## src/rtl/ram_access_ctrl_pkg.sv

```systemverilog
// Shared types for the RAM access controller.
// FSM state encoding and request address width.
package ram_access_ctrl_pkg;

    localparam int REQ_AW = 16;

    typedef enum logic [2:0] {
        ST_CLEAR,
        ST_IDLE,
        ST_WRITE,
        ST_READ,
        ST_RESP,
        ST_RESP_ERR
    } state_t;

endpackage

```

## src/rtl/ram_clear_seq.sv

```systemverilog
// Post-reset clear address sequencer.
// AW+1 bit counter; the top bit flags that every address has been issued.
module ram_clear_seq #(
    parameter int AW = 8
) (
    input  logic          clk,
    input  logic          rst_n,
    input  logic          i_start,
    output logic [AW-1:0] o_addr,
    output logic          o_done
);

    logic [AW:0] r_ctr;

    always_ff @(posedge clk or negedge rst_n) begin
        if (!rst_n) begin
            r_ctr <= '0;
        end else if (i_start && !r_ctr[AW]) begin
            r_ctr <= r_ctr + 1'b1;
        end
    end

    assign o_addr = r_ctr[AW-1:0];
    assign o_done = r_ctr[AW];

endmodule

```

## src/rtl/ram_access_ctrl.sv

```systemverilog
// Requester-side controller for a single-port synchronous RAM.
// Zero-fills the RAM after reset, then serves one load/store at a time.
module ram_access_ctrl #(
    parameter int AW       = 8,
    parameter int DW       = 16,
    parameter int RD_LAT   = 1,
    parameter int CLEAR_EN = 1
) (
    input  logic          clk,
    input  logic          reset_n,
    input  logic          req_valid,
    output logic          req_ready,
    input  logic          req_we,
    input  logic [15:0]   req_addr,
    input  logic [DW-1:0] req_wdata,
    output logic          rsp_valid,
    output logic [DW-1:0] rsp_rdata,
    output logic          rsp_err,
    output logic          init_done,
    output logic          ram_we,
    output logic [15:0]   ram_addr,
    output logic [DW-1:0] ram_din,
    input  logic [DW-1:0] ram_dout
);

    import ram_access_ctrl_pkg::*;

    localparam logic [1:0] LP_LAT = 2'(RD_LAT);

    state_t          r_state;
    logic [1:0]      r_wait;
    logic            w_clr_start;
    logic [AW-1:0]   w_clr_addr;
    logic            w_clr_done;
    logic            w_oor;
    logic            w_hs;

    assign w_clr_start = (r_state == ST_CLEAR) && (CLEAR_EN != 0);
    assign w_oor       = (req_addr >> AW) != 16'd0;
    assign w_hs        = req_valid && req_ready;

    ram_clear_seq #(
        .AW(AW)
    ) u_clear (
        .clk    (clk),
        .rst_n  (reset_n),
        .i_start(w_clr_start),
        .o_addr (w_clr_addr),
        .o_done (w_clr_done)
    );

    always_ff @(posedge clk or negedge reset_n) begin
        if (!reset_n) begin
            r_state   <= ST_CLEAR;
            r_wait    <= '0;
            req_ready <= 1'b0;
            rsp_valid <= 1'b0;
            rsp_rdata <= '0;
            rsp_err   <= 1'b0;
            init_done <= 1'b0;
            ram_we    <= 1'b0;
            ram_addr  <= '0;
            ram_din   <= '0;
        end else begin
            rsp_valid <= 1'b0;
            rsp_err   <= 1'b0;
            rsp_rdata <= '0;
            unique case (r_state)
                ST_CLEAR: begin
                    if (CLEAR_EN == 0 || w_clr_done) begin
                        r_state   <= ST_IDLE;
                        ram_we    <= 1'b0;
                        ram_addr  <= '0;
                        ram_din   <= '0;
                        req_ready <= 1'b1;
                        init_done <= 1'b1;
                    end else begin
                        ram_we   <= 1'b1;
                        ram_addr <= 16'(w_clr_addr);
                        ram_din  <= '0;
                    end
                end
                ST_IDLE: begin
                    if (w_hs) begin
                        req_ready <= 1'b0;
                        if (w_oor) begin
                            r_state   <= ST_RESP_ERR;
                            rsp_valid <= 1'b1;
                            rsp_err   <= 1'b1;
                        end else if (req_we) begin
                            r_state   <= ST_WRITE;
                            ram_we    <= 1'b1;
                            ram_addr  <= 16'(req_addr[AW-1:0]);
                            ram_din   <= req_wdata;
                            rsp_valid <= 1'b1;
                        end else begin
                            r_state  <= ST_READ;
                            ram_addr <= 16'(req_addr[AW-1:0]);
                            r_wait   <= '0;
                        end
                    end
                end
                ST_READ: begin
                    // dout for the held address is valid in the last wait cycle
                    if (r_wait == LP_LAT) begin
                        r_state   <= ST_RESP;
                        rsp_valid <= 1'b1;
                        rsp_rdata <= ram_dout;
                        ram_addr  <= '0;
                    end else begin
                        r_wait <= r_wait + 1'b1;
                    end
                end
                ST_WRITE, ST_RESP, ST_RESP_ERR: begin
                    r_state   <= ST_IDLE;
                    ram_we    <= 1'b0;
                    ram_addr  <= '0;
                    ram_din   <= '0;
                    req_ready <= 1'b1;
                end
                default: begin
                    r_state <= ST_CLEAR;
                end
            endcase
        end
    end

endmodule
```

## config.mk

```make
export PLATFORM = sky130hd
export DESIGN_NAME = ram_access_ctrl
export DESIGN_NICKNAME = d
export VERILOG_FILES = /design/src/rtl/ram_access_ctrl_pkg.sv /design/src/rtl/ram_clear_seq.sv /design/src/rtl/ram_access_ctrl.sv
export SDC_FILE = /design/constraint.sdc
export NUM_CORES = 1
export LEC_CHECK = 0
export BUFFER_PORTS_ARGS = -buffer_cell sky130_fd_sc_hd__buf_2
export CAP_MARGIN = 20
export CORE_ASPECT_RATIO = 2
export CORE_UTILIZATION = 52
export DETAILED_ROUTE_END_ITERATION = 12
export PLACE_DENSITY = 0.82
export SETUP_SLACK_MARGIN = 0.15
export SLEW_MARGIN = 20
export SYNTH_ARGS = -nofsm -noshare
export SYNTH_HDL_FRONTEND = slang
export SYNTH_HIERARCHICAL = 1
export SYNTH_SLANG_ARGS = --single-unit
```

## constraint.sdc

```tcl
create_clock -name clk -period 3 [get_ports clk]
set_clock_uncertainty 0.15 [all_clocks]
set_input_delay 0 -clock clk [delete_from_list [all_inputs] [get_ports clk]]
set_output_delay 0 -clock clk [all_outputs]
set_load 0.01 [all_outputs]
```

# Word-level counts from Yosys, hierarchy flattened
# Cells that the tools add are included.
# totals
register_bits	67
input_bits	52
out_inout_bits	53
elab_cells	82
# classes
add_sub_neg	2
n_eq_ne	13
n_mux	38
n_reduce_logical	18
# op_table
op	count
$mux 16	8
$pmux 16 s4	1
$pmux 16 s2	1
$reduce_bool 16->1	1
$mux 1	14
$ne 2x2->1 const B	7
$mux 3	4
$pmux 3 s4	1
$reduce_and 4->1	3
$add 9x1->9 const B	1
$mux 2	4
$mux 8	1
$eq 3x2->1 const B	2
$eq 3x3->1 const B	2
$pmux 1 s3	2
$reduce_and 3->1	2
$reduce_and 5->1	1
$pmux 2 s2	1
$reduce_bool 2->1	2
$reduce_bool 4->1	1
$reduce_or 4->1	1
$eq 3x1->1 const B	1
$logic_not 3->1	1
$reduce_bool 3->1	1
7 further kinds	8

# Longest topological paths before layout
# depth
ltp_word	4
mapped_depth	6
ltp_nobuf	6

# By module
# Netlist, hierarchy kept.
# by_module_without_submodules
module	instances	cells_each	area_each_um2
ram_access_ctrl	1	213	2234.6
ram_clear_seq	1	30	399.1

# Least setup slack after synthesis
# No wires, ideal clock.
# synth_timing
path_type	register to register
startpoint	register r_state[1]
endpoint	register u_clear.r_ctr[1]
setup_ps	125
arrival_time_ps	1494
required_ps	2725
setup_slack_ps	1231
path_stages_with_launch	5
period_less_slack_ps	1769
cell_sequence	dfrtp_1 buf_2 nor3_1 and2b_4 mux2_2
# synth_between
elab_chain_len	2
# synth_lines
item	line_no	rtl
start, declared	ram_access_ctrl.sv:30	state_t r_state;
start signal, assigned	ram_access_ctrl.sv:54	r_state <= ST_CLEAR;
start signal, assigned	ram_access_ctrl.sv:71	r_state <= ST_IDLE;
start signal, assigned	ram_access_ctrl.sv:87	r_state <= ST_RESP_ERR;
$logic_not 3->1	ram_access_ctrl.sv:38	assign w_clr_start = (r_state == ST_CLEAR) && (CLEAR_EN != 0);
net w_clr_start	ram_access_ctrl.sv:32	logic w_clr_start;
$logic_and 1x1->1	ram_clear_seq.sv:18	end else if (i_start && !r_ctr[AW]) begin
end signal, assigned	ram_clear_seq.sv:19	r_ctr <= r_ctr + 1'b1;
end, declared	ram_clear_seq.sv:13	logic [AW:0] r_ctr;
# The timed path passes the listed nets, and every way through them passes these cells.
# A chain may end at the register's enable or synchronous reset.

# Worst setup path in the final report
# layout_timing
startpoint	register r_state[2]
endpoint	register ram_din[9]
# layout_between
elab_chain_len	4
# layout_lines
item	line_no	rtl
$eq 3x2->1, or another cell as far along	ram_access_ctrl.sv:68	unique case (r_state)
$reduce_or 4->1 (no line)	-	
$reduce_bool 2->1 (no line)	-	
$reduce_and 4->1 (no line)	-	
end signal, assigned	ram_access_ctrl.sv:94	ram_din <= req_wdata;
end, declared	ram_access_ctrl.sv:22	output logic [DW-1:0] ram_din,
# Several ways; a longest one is shown, not always the timed one.

==> flow_metrics.env <==
export IMPL_cp_end_kind="flip-flop"
export IMPL_avgRoutedWirePerCell_um=14.7
export IMPL_grt_remaining_overflow=0
export IMPL_drc=0
export IMPL_cts_resized=0
export IMPL_max_freq_mhz=453
export IMPL_power_density_nw_per_um2=454
export IMPL_slowest_delay_ps=620
export IMPL_track_usage_pct=26.5
export IMPL_power_uw=1710
export IMPL_crit_chain="nand2b_1 > nand2_1 > nand3_1 > o21ai_0"
export IMPL_ff2ff_path_depth=4
export IMPL_rsz0062_at_grt="no"
export IMPL_die_y_um=103
export IMPL_fillers=344
export IMPL_final_util_pct=77.4
export IMPL_avgViaCountPerCell=5.25
export IMPL_drt_pass1_iterations=4
export IMPL_synthFlopType="dfrtp_1"
export IMPL_ant_nets=0
export IMPL_status="completed"
export IMPL_drive_above_1_share_pct=32.3
export IMPL_grt_pass1_wl_mm=10.3
export IMPL_area_growth_pct=43.0
export IMPL_grt_max_degree=39
export IMPL_crit_arrival_ps=2270
export IMPL_r2r_slack_ps=790
export IMPL_start_kind="flip-flop"
export IMPL_portBuffers=96
export IMPL_dpl_cell_count=385
export IMPL_path_class="flip-flop to flip-flop"
export IMPL_initial_core_util_pct=54.1
export IMPL_ys_ff_latch=59
export IMPL_finalHoldViolations=0
export IMPL_async_flop_share_pct=100
export IMPL_max_cap_viol_count=0
export IMPL_coreArea_sq_um=4860
export IMPL_worstReg2RegEnd="ram_din[9]$_DFFE_PN0P_"
export IMPL_yosys_cell_types_count=43
export IMPL_worstMarginPinSlew_ps=963
export IMPL_ir_drop_uv=448
export IMPL_cts_clk_slew_worst_paths_ps=70
export IMPL_worstPathRequired_ps=3060
export IMPL_synth_edf_count=0
export IMPL_chipWidth_um=52.3
export IMPL_clk_latency_ps=340
export IMPL_dp_hpwl_mm=4.10
export IMPL_layout_nets=436
export IMPL_critPathSlowestCell="nand2_1"
export IMPL_wirelength_mm=6.53
export IMPL_min_period_over_period_pct=73.6
export IMPL_report_final_slew_viol_count=0
export IMPL_hold_class="input port to flip-flop"
export IMPL_synth_seq_area_share_pct=56.1
export IMPL_antenna_found_initial=0
export IMPL_crit_end="ram_din[9]$_DFFE_PN0P_"
export IMPL_rows=36
export IMPL_min_period_ps=2210
export IMPL_pin_count=105
export IMPL_slew_headroom_pct=35.6
export IMPL_cts_root_buf="clkbuf_8"
export IMPL_cts_tree="yes"
export IMPL_reg2reg_from="r_state[2]$_DFFE_PN0P_"
export IMPL_cts_num_sinks=59
export IMPL_finalWeightedCongestion=0.871
export IMPL_setup_tns_final_ps=0
export IMPL_synthCells=243
export IMPL_cts_setup_buffers=0
export IMPL_grt_pass1_vias=2361
export IMPL_first_iter_violations=44
export IMPL_syn_area_sq_um=2630
export IMPL_cts_buffers=9
export IMPL_vias=2329
export IMPL_path_max_fanout=32
export IMPL_cts_max_path_buffers=2
export IMPL_stdcell_count=444
export IMPL_antennaDiodeCount=0
export IMPL_die_area_sq_um=5370
export IMPL_syn_area_per_cell_sq_um=10.8
export IMPL_setup_viol=0
export IMPL_synth_warnings=6
export IMPL_p_leak_uw=0.00187
export IMPL_setup_worst_path_start="r_state[2]$_DFFE_PN0P_"
export IMPL_htree_levels=3
-- routing by layer --
metal / track usage (%) / share of wire [%]
met1: 27.6 / 36
met2: 48.3 / 56
met3: 5.75 / 5.0
met4: 12.8 / 2.3
met5: 0 / 0
-- cell families (layout without fill, tap and decap cells) --
group,count (synthesis),after routing,synth area share (%)
buffers and inverters,24,161,4.99
other,1,8,0.142
AND/OR/NAND/NOR,93,93,19.4
XOR/XNOR,7,7,2.33
multiplexers,9,9,3.99
flip-flops,59,59,56.1
adder cells (fa/ha/maj),2,2,0.950
AO/OA/AOI/OAI,48,48,12.1
-- layout make-up --
cell class | count | area (sq um) | share of cell area [%]
Sequential cell | 59 | 1480 | 39.2
Multi-Input combinational cell | 167 | 1050 | 27.9
Timing Repair Buffer | 141 | 926 | 24.6
Clock buffer | 10 | 138 | 3.65
Clock inverter | 6 | 88.8 | 2.36
Tap cell | 57 | 71.3 | 1.89
Inverter | 4 | 15.0 | 0.399
-- worst max-delay path, delay by kind of cell, from the launching register on --
| family | cells | cell delay [ps] |
|---|---|---|
| AND/OR/NAND/NOR | 3 | 1240 |
| AO/OA/AOI/OAI | 1 | 130 |
| flip-flops | 1 | 560 |
-- where the power goes --
| group | internal [uW] | switching (uW) | total, uW | leakage (uW) |
|---|---|---|---|---|
| Sequential | 795 | 0 | 795 | 0.000771 |
| Clock | 489 | 320 | 809 | 0.000108 |
| Combinational | 63.0 | 41.2 | 104 | 0.000991 |
-- cell usage after synthesis, types with 3 or more instances --
library cell,count,area share [%]
nand3_1,19,3.6
clkbuf_1,7,1.0
buf_2,3,0.57
xor2_1,3,1.0
mux2_1,7,3.0
nand2_1,28,4.0
xnor2_1,4,1.3
inv_1,3,0.43
dfrtp_1,59,56
buf_4,8,2.3
nor3_1,6,1.1
and2_1,18,4.3
a22o_1,8,2.7
nand4_1,3,0.71
nor2_1,7,1.0
a21oi_1,9,1.7
o21ai_0,20,3.8
-- stage by stage --
| stage | worst slack (ps) | cell area [sq um] | hold WS, ps |
|---|---|---|---|
| after floorplan | 1230 | 2660 | -446 |
| after global placement | 970 | 3110 | -18.0 |
| after detailed placement | 884 | 3110 | -5.18 |
| after CTS | 865 | 3770 | 41.3 |
| after global routing | 560 | 3770 | 106 |
| final | 791 | 3770 | 65.1 |
-- flip-flops by register name, summed over array words and instances, names as in the netlist --
name / cells
init_done: 1
r_state: 3
r_wait: 2
ram_addr: 8
ram_din: 16
ram_we: 1
req_ready: 1
rsp_err: 1
rsp_rdata: 16
rsp_valid: 1
u_clear/r_ctr: 9
-- layout by cell type, fill, tap and decap left out, types with 2 or more instances in the layout --
cell type	instances
buf_2	96
dfrtp_1	59
dlygate4sd3_1	43
nand2_1	28
o21ai_0	20
nand3_1	19
and2_1	18
clkbuf_8	10
a21oi_1	9
a22o_1	8
conb_1	8
nor2_1	7
mux2_1	7
nor3_1	6
xnor2_1	4
inv_1	3
nand4_1	3
xor2_1	3
nor4_2	2
o2bb2ai_1	2
a31o_2	2
ha_1	2
bufinv_16	2
clkinvlp_4	2
buf_4	2
and3_1	2
-- repair_timing --
action / in CTS / in global routing
setup endpoints to repair: 0 / 0
endpoints found under the hold margin: 81 / 0
hold buffers: 43 / 0
-- worst min path at each step --
stage                 startpoint                 endpoint  slack, ps  cells past startpoint
floorplan                reset_n    init_done$_DFFE_PN0P_       -450                      0
global placement         reset_n  ram_addr[4]$_DFFE_PN0P_        -20                      1
detailed placement       reset_n  ram_addr[5]$_DFFE_PN0P_         -5                      1
global route        req_addr[14]   r_state[1]$_DFFE_PN0P_        110                      5
finish              req_addr[14]   r_state[2]$_DFFE_PN0P_         70                      5
CTS                 req_addr[14]   r_state[2]$_DFFE_PN0P_         40                      5
Note: power is estimated with default switching activity, not from simulation.
